--- config.mk ---
export PLATFORM = sky130hd
export DESIGN_NAME = pin_lock_ctrl
export DESIGN_NICKNAME = d
export VERILOG_FILES = /design/src/rtl/pin_lock_ctrl.sv
export SDC_FILE = /design/constraint.sdc
export NUM_CORES = 1
export LEC_CHECK = 0
export CAP_MARGIN = 10
export CORE_MARGIN = 5
export CORE_UTILIZATION = 57
export CTS_CLUSTER_SIZE = 14
export DETAILED_ROUTE_END_ITERATION = 16
export PLACE_DENSITY_LB_ADDON = 0.08
export SLEW_MARGIN = 30
export SYNTH_ARGS = -nofsm -noshare
export SYNTH_HDL_FRONTEND = slang
export SYNTH_SLANG_ARGS = --single-unit
--- constraint.sdc ---
create_clock -name i_clock_50 -period 3.3 [get_ports i_clock_50]
set_input_delay 0.495 -clock i_clock_50 [delete_from_list [all_inputs] [get_ports i_clock_50]]
set_output_delay 0.495 -clock i_clock_50 [all_outputs]
set_load 0.05 [all_outputs]
--- src/rtl/pin_lock_ctrl.sv ---
// PIN/PUK access controller: BCD digit entry, stored-PIN compare, PIN change,
// failure lockout with PUK unlock, and an automatic entry timeout.
//   state     | meaning
//   IDLE      | waiting for CLEAR
//   ENT_PIN   | timed PIN entry
//   ENT_OLD   | timed old-PIN entry before a change
//   ENT_NEW   | timed new-PIN entry
//   LOCKED    | locked out, waiting for CLEAR
//   ENT_PUK   | untimed PUK entry
module pin_lock_ctrl #(
    parameter int                   PIN_LEN     = 4,
    parameter int                   PUK_LEN     = 8,
    parameter int                   MAX_FAIL    = 3,
    parameter int                   TIMEOUT_CYC = 2000000000,
    parameter int                   BLINK_CYC   = 25000000,
    parameter logic [4*PIN_LEN-1:0] PIN_INIT    = '0,
    parameter logic [4*PUK_LEN-1:0] PUK_VALUE   = 32'h99999999
) (
    input  logic                           i_clock_50,
    input  logic                           i_reset,
    input  logic [3:0]                     i_digit,
    input  logic                           i_enter,
    input  logic                           i_clear,
    input  logic                           i_mode,
    output logic                           o_unlocked,
    output logic                           o_lockout,
    output logic [2:0]                     o_status,
    output logic [4*PUK_LEN-1:0]           o_entry,
    output logic [$clog2(PUK_LEN+1)-1:0]   o_count,
    output logic                           o_timer_led
);
    localparam int EW = 4*PUK_LEN;
    localparam int PW = 4*PIN_LEN;
    localparam int CW = $clog2(PUK_LEN+1);
    localparam int FW = $clog2(MAX_FAIL+1);
    localparam int TW = $clog2(TIMEOUT_CYC);
    localparam int BW = $clog2(BLINK_CYC+1);
    localparam logic [TW-1:0] TMAX = TW'(TIMEOUT_CYC-1);
    localparam logic [BW-1:0] BMAX = BW'(BLINK_CYC-1);
    localparam logic [FW-1:0] FMAX = FW'(MAX_FAIL);

    localparam logic [2:0] ST_NONE = 3'd0, ST_ON = 3'd1, ST_ERR = 3'd2, ST_TOUT = 3'd3,
                           ST_LOCK = 3'd4, ST_STORED = 3'd5, ST_OLD_OK = 3'd6;

    typedef enum logic [2:0] {
        S_IDLE, S_ENT_PIN, S_ENT_OLD, S_ENT_NEW, S_LOCKED, S_ENT_PUK
    } state_t;

    state_t          r_state, w_state_nxt;
    logic [PW-1:0]   r_pin, w_pin_nxt;
    logic [FW-1:0]   r_fail, w_fail_nxt, w_fail_inc;
    logic            r_unlocked, w_unlocked_nxt;
    logic            r_lockout, w_lockout_nxt;
    logic [2:0]      r_status, w_status_nxt;
    logic [EW-1:0]   r_entry, w_entry_nxt;
    logic [CW-1:0]   r_count, w_count_nxt, w_len;
    logic [TW-1:0]   r_timer, w_timer_nxt;
    logic [BW-1:0]   r_blink, w_blink_nxt;
    logic            r_led, w_led_nxt;
    logic            w_timed, w_timed_nxt, w_entering, w_timeout, w_fail_hit, w_restart;
    logic            w_pin_match, w_puk_match;

    assign w_timed     = (r_state == S_ENT_PIN) || (r_state == S_ENT_OLD) || (r_state == S_ENT_NEW);
    assign w_entering  = w_timed || (r_state == S_ENT_PUK);
    assign w_timeout   = w_timed && (r_timer == TMAX);
    assign w_len       = (r_state == S_ENT_PUK) ? CW'(PUK_LEN) : CW'(PIN_LEN);
    assign w_fail_inc  = r_fail + 1'b1;
    assign w_pin_match = (r_entry[PW-1:0] == r_pin);
    assign w_puk_match = (r_entry == PUK_VALUE);

    always_ff @(posedge i_clock_50) begin
        if (i_reset) begin
            r_state    <= S_IDLE;
            r_pin      <= PIN_INIT;
            r_fail     <= '0;
            r_unlocked <= 1'b0;
            r_lockout  <= 1'b0;
            r_status   <= ST_NONE;
            r_entry    <= '0;
            r_count    <= '0;
            r_timer    <= '0;
            r_blink    <= '0;
            r_led      <= 1'b0;
        end else begin
            r_state    <= w_state_nxt;
            r_pin      <= w_pin_nxt;
            r_fail     <= w_fail_nxt;
            r_unlocked <= w_unlocked_nxt;
            r_lockout  <= w_lockout_nxt;
            r_status   <= w_status_nxt;
            r_entry    <= w_entry_nxt;
            r_count    <= w_count_nxt;
            r_timer    <= w_timer_nxt;
            r_blink    <= w_blink_nxt;
            r_led      <= w_led_nxt;
        end
    end

    always_comb begin
        w_state_nxt    = r_state;
        w_pin_nxt      = r_pin;
        w_fail_nxt     = r_fail;
        w_unlocked_nxt = r_unlocked;
        w_lockout_nxt  = r_lockout;
        w_status_nxt   = r_status;
        w_entry_nxt    = r_entry;
        w_count_nxt    = r_count;
        w_fail_hit     = 1'b0;
        if (i_clear) begin
            w_entry_nxt  = '0;
            w_count_nxt  = '0;
            w_status_nxt = ST_NONE;
            case (r_state)
                S_IDLE: begin
                    w_state_nxt    = i_mode ? S_ENT_OLD : S_ENT_PIN;
                    w_unlocked_nxt = 1'b0;
                end
                S_LOCKED:  w_state_nxt = S_ENT_PUK;
                S_ENT_NEW: w_state_nxt = S_ENT_OLD;
                default: ;
            endcase
        end else if (w_timeout) begin
            w_fail_hit   = 1'b1;
            w_status_nxt = ST_TOUT;
        end else if (i_enter && w_entering) begin
            if (r_count < w_len) begin
                // unentered digits are zero, so OR-ing places the digit
                if (i_digit <= 4'd9) begin
                    w_entry_nxt = r_entry | (EW'(i_digit) << (4*r_count));
                    w_count_nxt = r_count + 1'b1;
                end
            end else begin
                case (r_state)
                    S_ENT_PIN: begin
                        if (w_pin_match) begin
                            w_unlocked_nxt = 1'b1;
                            w_status_nxt   = ST_ON;
                            w_fail_nxt     = '0;
                            w_state_nxt    = S_IDLE;
                        end else begin
                            w_fail_hit   = 1'b1;
                            w_status_nxt = ST_ERR;
                        end
                    end
                    S_ENT_OLD: begin
                        if (w_pin_match) begin
                            w_status_nxt = ST_OLD_OK;
                            w_state_nxt  = S_ENT_NEW;
                            w_entry_nxt  = '0;
                            w_count_nxt  = '0;
                        end else begin
                            w_fail_hit   = 1'b1;
                            w_status_nxt = ST_ERR;
                        end
                    end
                    S_ENT_NEW: begin
                        w_pin_nxt    = r_entry[PW-1:0];
                        w_status_nxt = ST_STORED;
                        w_fail_nxt   = '0;
                        w_state_nxt  = S_IDLE;
                    end
                    S_ENT_PUK: begin
                        if (w_puk_match) begin
                            w_lockout_nxt = 1'b0;
                            w_fail_nxt    = '0;
                            w_status_nxt  = ST_ON;
                            w_state_nxt   = S_IDLE;
                        end else begin
                            w_status_nxt = ST_ERR;
                            w_count_nxt  = '0;
                            w_entry_nxt  = '0;
                        end
                    end
                    default: ;
                endcase
            end
        end
        // lockout overrides the ERR/TOUT status of the failing attempt
        if (w_fail_hit) begin
            if (w_fail_inc == FMAX) begin
                w_state_nxt   = S_LOCKED;
                w_lockout_nxt = 1'b1;
                w_status_nxt  = ST_LOCK;
                w_fail_nxt    = '0;
            end else begin
                w_fail_nxt  = w_fail_inc;
                w_state_nxt = S_IDLE;
            end
        end

        w_timed_nxt = (w_state_nxt == S_ENT_PIN) || (w_state_nxt == S_ENT_OLD) ||
                      (w_state_nxt == S_ENT_NEW);
        w_restart   = i_clear || (w_state_nxt != r_state);
        if (!w_timed_nxt || w_restart) begin
            w_timer_nxt = '0;
            w_blink_nxt = '0;
            w_led_nxt   = 1'b0;
        end else begin
            w_timer_nxt = r_timer + 1'b1;
            if (r_blink == BMAX) begin
                w_blink_nxt = '0;
                w_led_nxt   = ~r_led;
            end else begin
                w_blink_nxt = r_blink + 1'b1;
                w_led_nxt   = r_led;
            end
        end
    end

    always_comb begin
        o_unlocked  = r_unlocked;
        o_lockout   = r_lockout;
        o_status    = r_status;
        o_entry     = r_entry;
        o_count     = r_count;
        o_timer_led = r_led & w_timed;
    end

endmodule
==> Word level (Yosys, flattened, before mapping) <==
Cells that the tools add are included.
{ "classes": {"addsub": 4, "n_mux": 63, "bitwise": 6, "shift": 1, "eq_ne": 25, "order_cmp": 2, "n_reduce_logical": 25} }
{ "ops": {"columns": ["cell", "count"], "rows": [
  ["$mux W32", 4],
  ["$pmux W32 S2", 1],
  ["$mux W3", 16],
  ["$eq A32 B32 Y1 const B", 1],
  ["$or A32 B32 Y32", 1],
  ["$shl A4 B6 Y32", 1],
  ["$add A31 B1 Y31 const B", 1],
  ["$eq A31 B31 Y1 const B", 1],
  ["$add A25 B1 Y25 const B", 1],
  ["$eq A25 B25 Y1 const B", 1],
  ["$pmux W3 S4", 2],
  ["$mux W2", 11],
  ["$mux W1", 21],
  ["$mux W4", 5],
  ["$eq A16 B16 Y1", 1],
  ["$eq A3 B2 Y1 const B", 4],
  ["$reduce_and A6 Y1", 2],
  ["$pmux W3 S3", 1],
  ["$ne A2 B1 Y1 const B", 4],
  ["$pmux W4 S2", 1],
  ["$reduce_bool A2 Y1", 4],
  ["$logic_or A1 B1 Y1", 7],
  ["$reduce_and A7 Y1", 1],
  ["$eq A3 B1 Y1 const B", 2],
  ["21 further kinds", 32]
]} }
{ "word_totals": {"out_inout_bits": 42, "word_cells": 137, "inputBits": 9, "regBits": 119} }

==> Longest topological paths before layout <==
{ "logic_depth": {"depth_word": 15, "mapped_depth": 13, "ltp_nobuf": 10} }

==> Least setup slack after synthesis <==
Ideal clock, no wire load.
{ "synth_path": {"path_type": "reg-to-reg", "start": "register r_state[0]", "end": "register r_pin[12]", "setup_slack_ns": 0.348, "required_time_ns": 3.172, "stages_incl_launch_ff": 14, "arrival_time_ns": 2.824, "setup_ns": 0.128, "n_path_buf": 3, "period_less_slack_ns": 2.952, "cell_sequence": "dfxtp_1 clkbuf_1 nor2b_1 nand2_1 ha_1 nand2_1 o21ai_2 nand2_2 nor3_1 and3_1 buf_4 buf_6 mux2i_1 nor2_1"} }
{ "synth_via": {"elab_chain_len": 6, "elab_cells_between_ends": 14, "cone_classes": "1 x order compare; 4 x eq/ne; 1 x mux; 2 x bitwise; 6 x reduce/logical"} }
{ "synth_rtl": {"columns": ["element", "line_no", "rtl"], "rows": [
  ["from (decl)", "49", "state_t r_state, w_state_nxt;"],
  ["from (signal assigned)", "85", "r_state <= w_state_nxt;"],
  ["branches (longest 5 deep; another with $lt A4 B4 Y1)", null, null],
  ["$reduce_and A5 Y1 (no source line) *", null, null],
  ["to (signal assigned)", "86", "r_pin <= w_pin_nxt;"],
  ["to (decl)", "50", "logic [PW-1:0] r_pin, w_pin_nxt;"]
]} }
Every way passes the cells marked *.
A chain may end at the register's enable or synchronous reset.

==> Worst setup path after layout <==
{ "layout_path": {"start": "register r_state[0]", "end": "register r_blink[0]"} }
{ "layout_via": {"elab_chain_len": 15, "elab_cells_between_ends": 39, "cone_classes": "1 x order compare; 9 x eq/ne; 16 x mux; 13 x reduce/logical"} }
{ "layout_rtl": {"columns": ["element", "line_no", "rtl"], "rows": [
  ["branches (longest 13 deep; another with $lt A4 B4 Y1)", null, null],
  ["$logic_or A1 B1 Y1 *", "194", "if (!w_timed_nxt || w_restart) begin"],
  ["$reduce_or A3 Y1 (no source line) *", null, null],
  ["to (signal assigned)", "94", "r_blink <= w_blink_nxt;"],
  ["to (decl)", "58", "logic [BW-1:0] r_blink, w_blink_nxt;"]
]} }
Marks and branches as above.

==> flow_metrics.tcl <==
set metrics [dict create \
    outcome "finished clean" \
    syn_area_um2 5420 \
    synth-edff-count 0 \
    worstPathRequired_ns 3.74 \
    ys_ff_latch 119 \
    synth_cell_types 58 \
    synth_top_family_by_area "simple AND/OR/NAND/NOR gates" \
    vias_per_cell 5.61 \
    synth-main-ff-cell "dfxtp_1" \
    grt_pass1_wl_um 21200 \
    ys_top_cells_by_area "dfxtp_1 44%, nor2_1 9.2%, xor2_1 6.8%" \
    insertion_delay_ns 0.52 \
    rsz0062_at_grt "false" \
    wire_per_inst_um 15.2 \
    synthAdderAreaFrac_pct 0.923 \
    die_area_um2 11600 \
    cts_hold_buf 0 \
    finalSetupTns_ns 0 \
    min_path_cells 1 \
    core_area_um2 9240 \
    synthCells 630 \
    async_flop_share_pct 0 \
    numPortBuffers 50 \
    grt_pass1_vias 4474 \
    wl_met2_um 6210 \
    path_class "reg -> reg" \
    cts_setup_buffers 0 \
    crit_path_start_kind "flop" \
    maxCapViolCount 0 \
    max_freq_mhz 350 \
    ant_nets 0 \
    overflow 0 \
    drive_gt1_share_pct 8.90 \
    highest_layer "met4" \
    cts_resized 0 \
    synthMuxAreaShare_pct 3.32 \
    drtIter0Drc 228 \
    slew_headroom_pct 57.8 \
    yosysWarnings 0 \
    wl_met3_um 571 \
    hpwlAfterDp_um 8440 \
    synth-simple-area-share_pct 25.6 \
    cpPeakStageDelay_ns 0.32 \
    track_usage_pct 22.6 \
    synth_common_cells "133 x nor2_1, 119 x dfxtp_1, 50 x nand2_1, 42 x xor2_1, 34 x a31oi_1" \
    area_growth_pct 22.3 \
    setup_violations 0 \
    cp-end-kind "flop" \
    hp-class "reg -> reg" \
    power.total_uw 3380 \
    worst_pin_slew_ns 0.630 \
    fin_crit_sh_pct 86.5 \
    cts_tree "built" \
    crit_arrival_ns 3.30 \
    drcViolationCount 0 \
    path_cells "nor2b_1 > nand2_1 > ha_1 > a21oi_1 > o21ai_2 > buf_4 > and2_1 > a32o_1 > o21ai_1 > o2111ai_4 > buf_4 > nor3b_1" \
    htreeDepth 4 \
    start_util_pct 58.7 \
    leakagePower_uw 0.00236 \
    synthesis.nets 643 \
    fin_skew_ns 0.00857 \
    synth_top_area_cell "dfxtp_1" \
    clock_sinks 119 \
    cts-root-buf "clkbuf_8" \
    fp.dieW_um 108 \
    synth-compound-area-share_pct 10.6 \
    synth.avg_cell_area_um2 8.61 \
    ctsLongestPathBuffers 2 \
    die_y_um 108 \
    insertedDiodeCount 0 \
    min_period_ns 2.85 \
    synth_seq_area_share_pct 43.9 \
    globalplace.congestion 0.903 \
    grt_start_max_net_pins 35 \
    vdd_ir_drop_max_v 0.000497 \
    path_max_fanout 31 \
    cp_slowest_cell "dfxtp_1" \
    vias 4634 \
    ff2ff_path_depth 12 \
    placementRows 35 \
    report.final.slew_viol_count 0 \
    clk_pin_slew_ns 0.06 \
    layout.nets 697 \
    p_per_area_nw_per_um2 510 \
    routed_wl_um 12600 \
    drt-met1-wl_um 5410 \
    post-synth-top-count-cell "nor2_1" \
    antenna_found_initial 0 \
    synth_xor_xnor_area_share_pct 11.1 \
    ios 51 \
    cts_buffers 17 \
    synth_top_cell_area_share_pct 43.9 \
    drtPass1Iterations 5 \
    crit_top_cell "buf_4" \
    hold_violations 0 \
]
## critical path: cells and delay by family (launching register included)
| family | cells | cell delay, ns |
|---|---|---|
| adder cells (fa/ha/maj) | 1 | 0.30 |
| flip-flops | 1 | 0.32 |
| buffers and inverters | 2 | 0.44 |
| AO/OA/AOI/OAI | 5 | 0.99 |
| AND/OR/NAND/NOR | 4 | 0.70 |
## kinds of logic (layout without fill, tap and decap cells)
group                      Yosys count  count (layout)
DFF                                119             119
and+or+nand+nor                    294             294
muxes                               18              18
xor gates and xnor gates            69              69
buffers and inverters               45             112
adders and majority gates            4               4
AOI/OAI and AO/OA                   81              81
## cells in the final DEF, fill, tap and decap left out, types with 3 or more instances in the layout
| master | n |
|---|---|
| clkinv_4 | 5 |
| and2_1 | 3 |
| clkinvlp_4 | 4 |
| nor3_1 | 15 |
| nor4_1 | 11 |
| a32o_1 | 3 |
| xnor2_1 | 27 |
| buf_4 | 19 |
| nand3_1 | 23 |
| clkbuf_16 | 16 |
| nor2_1 | 133 |
| o21ai_0 | 5 |
| nor4bb_1 | 6 |
| inv_1 | 11 |
| clkbuf_8 | 3 |
| a21oi_1 | 11 |
| ha_1 | 4 |
| a31o_2 | 3 |
| and3_1 | 16 |
| mux2i_1 | 18 |
| nand4_1 | 15 |
| and4_1 | 3 |
| nand2_1 | 50 |
| nor3b_1 | 3 |
| dfxtp_1 | 119 |
| a31oi_1 | 34 |
| nand2b_1 | 5 |
| xor2_1 | 42 |
| clkdlybuf4s50_1 | 50 |
## final timing paths
kind | startpoint | to | slack, ns
setup / recovery | r_state[0] | r_blink[0] | 0.45
hold / removal | r_timer[0] | r_timer[0] | 0.47
setup reg to reg | r_state[0] | r_blink[0] | 0.45
hold reg to reg | r_timer[0] | r_timer[0] | 0.47
## routing by layer
layer / up-vias / global-route usage (%)
met5: - / 0
met4: 0 / 10.5
met3: 31 / 5.22
met2: 114 / 37.8
met1: 2185 / 27.5
li1: 2304 / -
## report_power, final
group | leakage [µW] | internal (µW) | switching, µW
registers | 0.000959 | 1440 | 5.06
clock network | 0.000277 | 1120 | 686
logic | 0.00113 | 44.6 | 88.1
## flip-flops by register name, summed over array words and instances (netlist names)
signal and cells:
o_unlocked 1, r_state 3, o_lockout 1, r_timer 31, o_status 3, o_entry 32
r_pin 16, r_fail 2, r_led 1, r_blink 25, o_count 4
## through the flow
| step | utilization, % | setup slack (ns) | hold slack, ns | instances | area (µm²) |
|---|---|---|---|---|---|
| 6_report | 71.8 | 0.446 | 0.468 | 826 | 6630 |
| 5_1_grt | 71.8 | 0.139 | 0.500 | 826 | 6630 |
| 3_3_place_gp | 65.4 | 0.463 | 0.442 | 794 | 6040 |
| 3_5_place_dp | 65.4 | 0.471 | 0.453 | 794 | 6040 |
| 4_1_cts | 71.8 | 0.445 | 0.467 | 826 | 6630 |
| 2_1_floorplan | - | 0.348 | 0.430 | 630 | 5420 |
## layout make-up
type                    instances  area, µm²
repair buffers                 69        643
clock inverters                13        148
well taps                     129        161
clock buffers                  19        442
multi-input cells             466       2820
inverters                      11       41.3
fillers                       696       2610
flip-flops and latches        119       2380
Power figures use the tool's default switching activity.
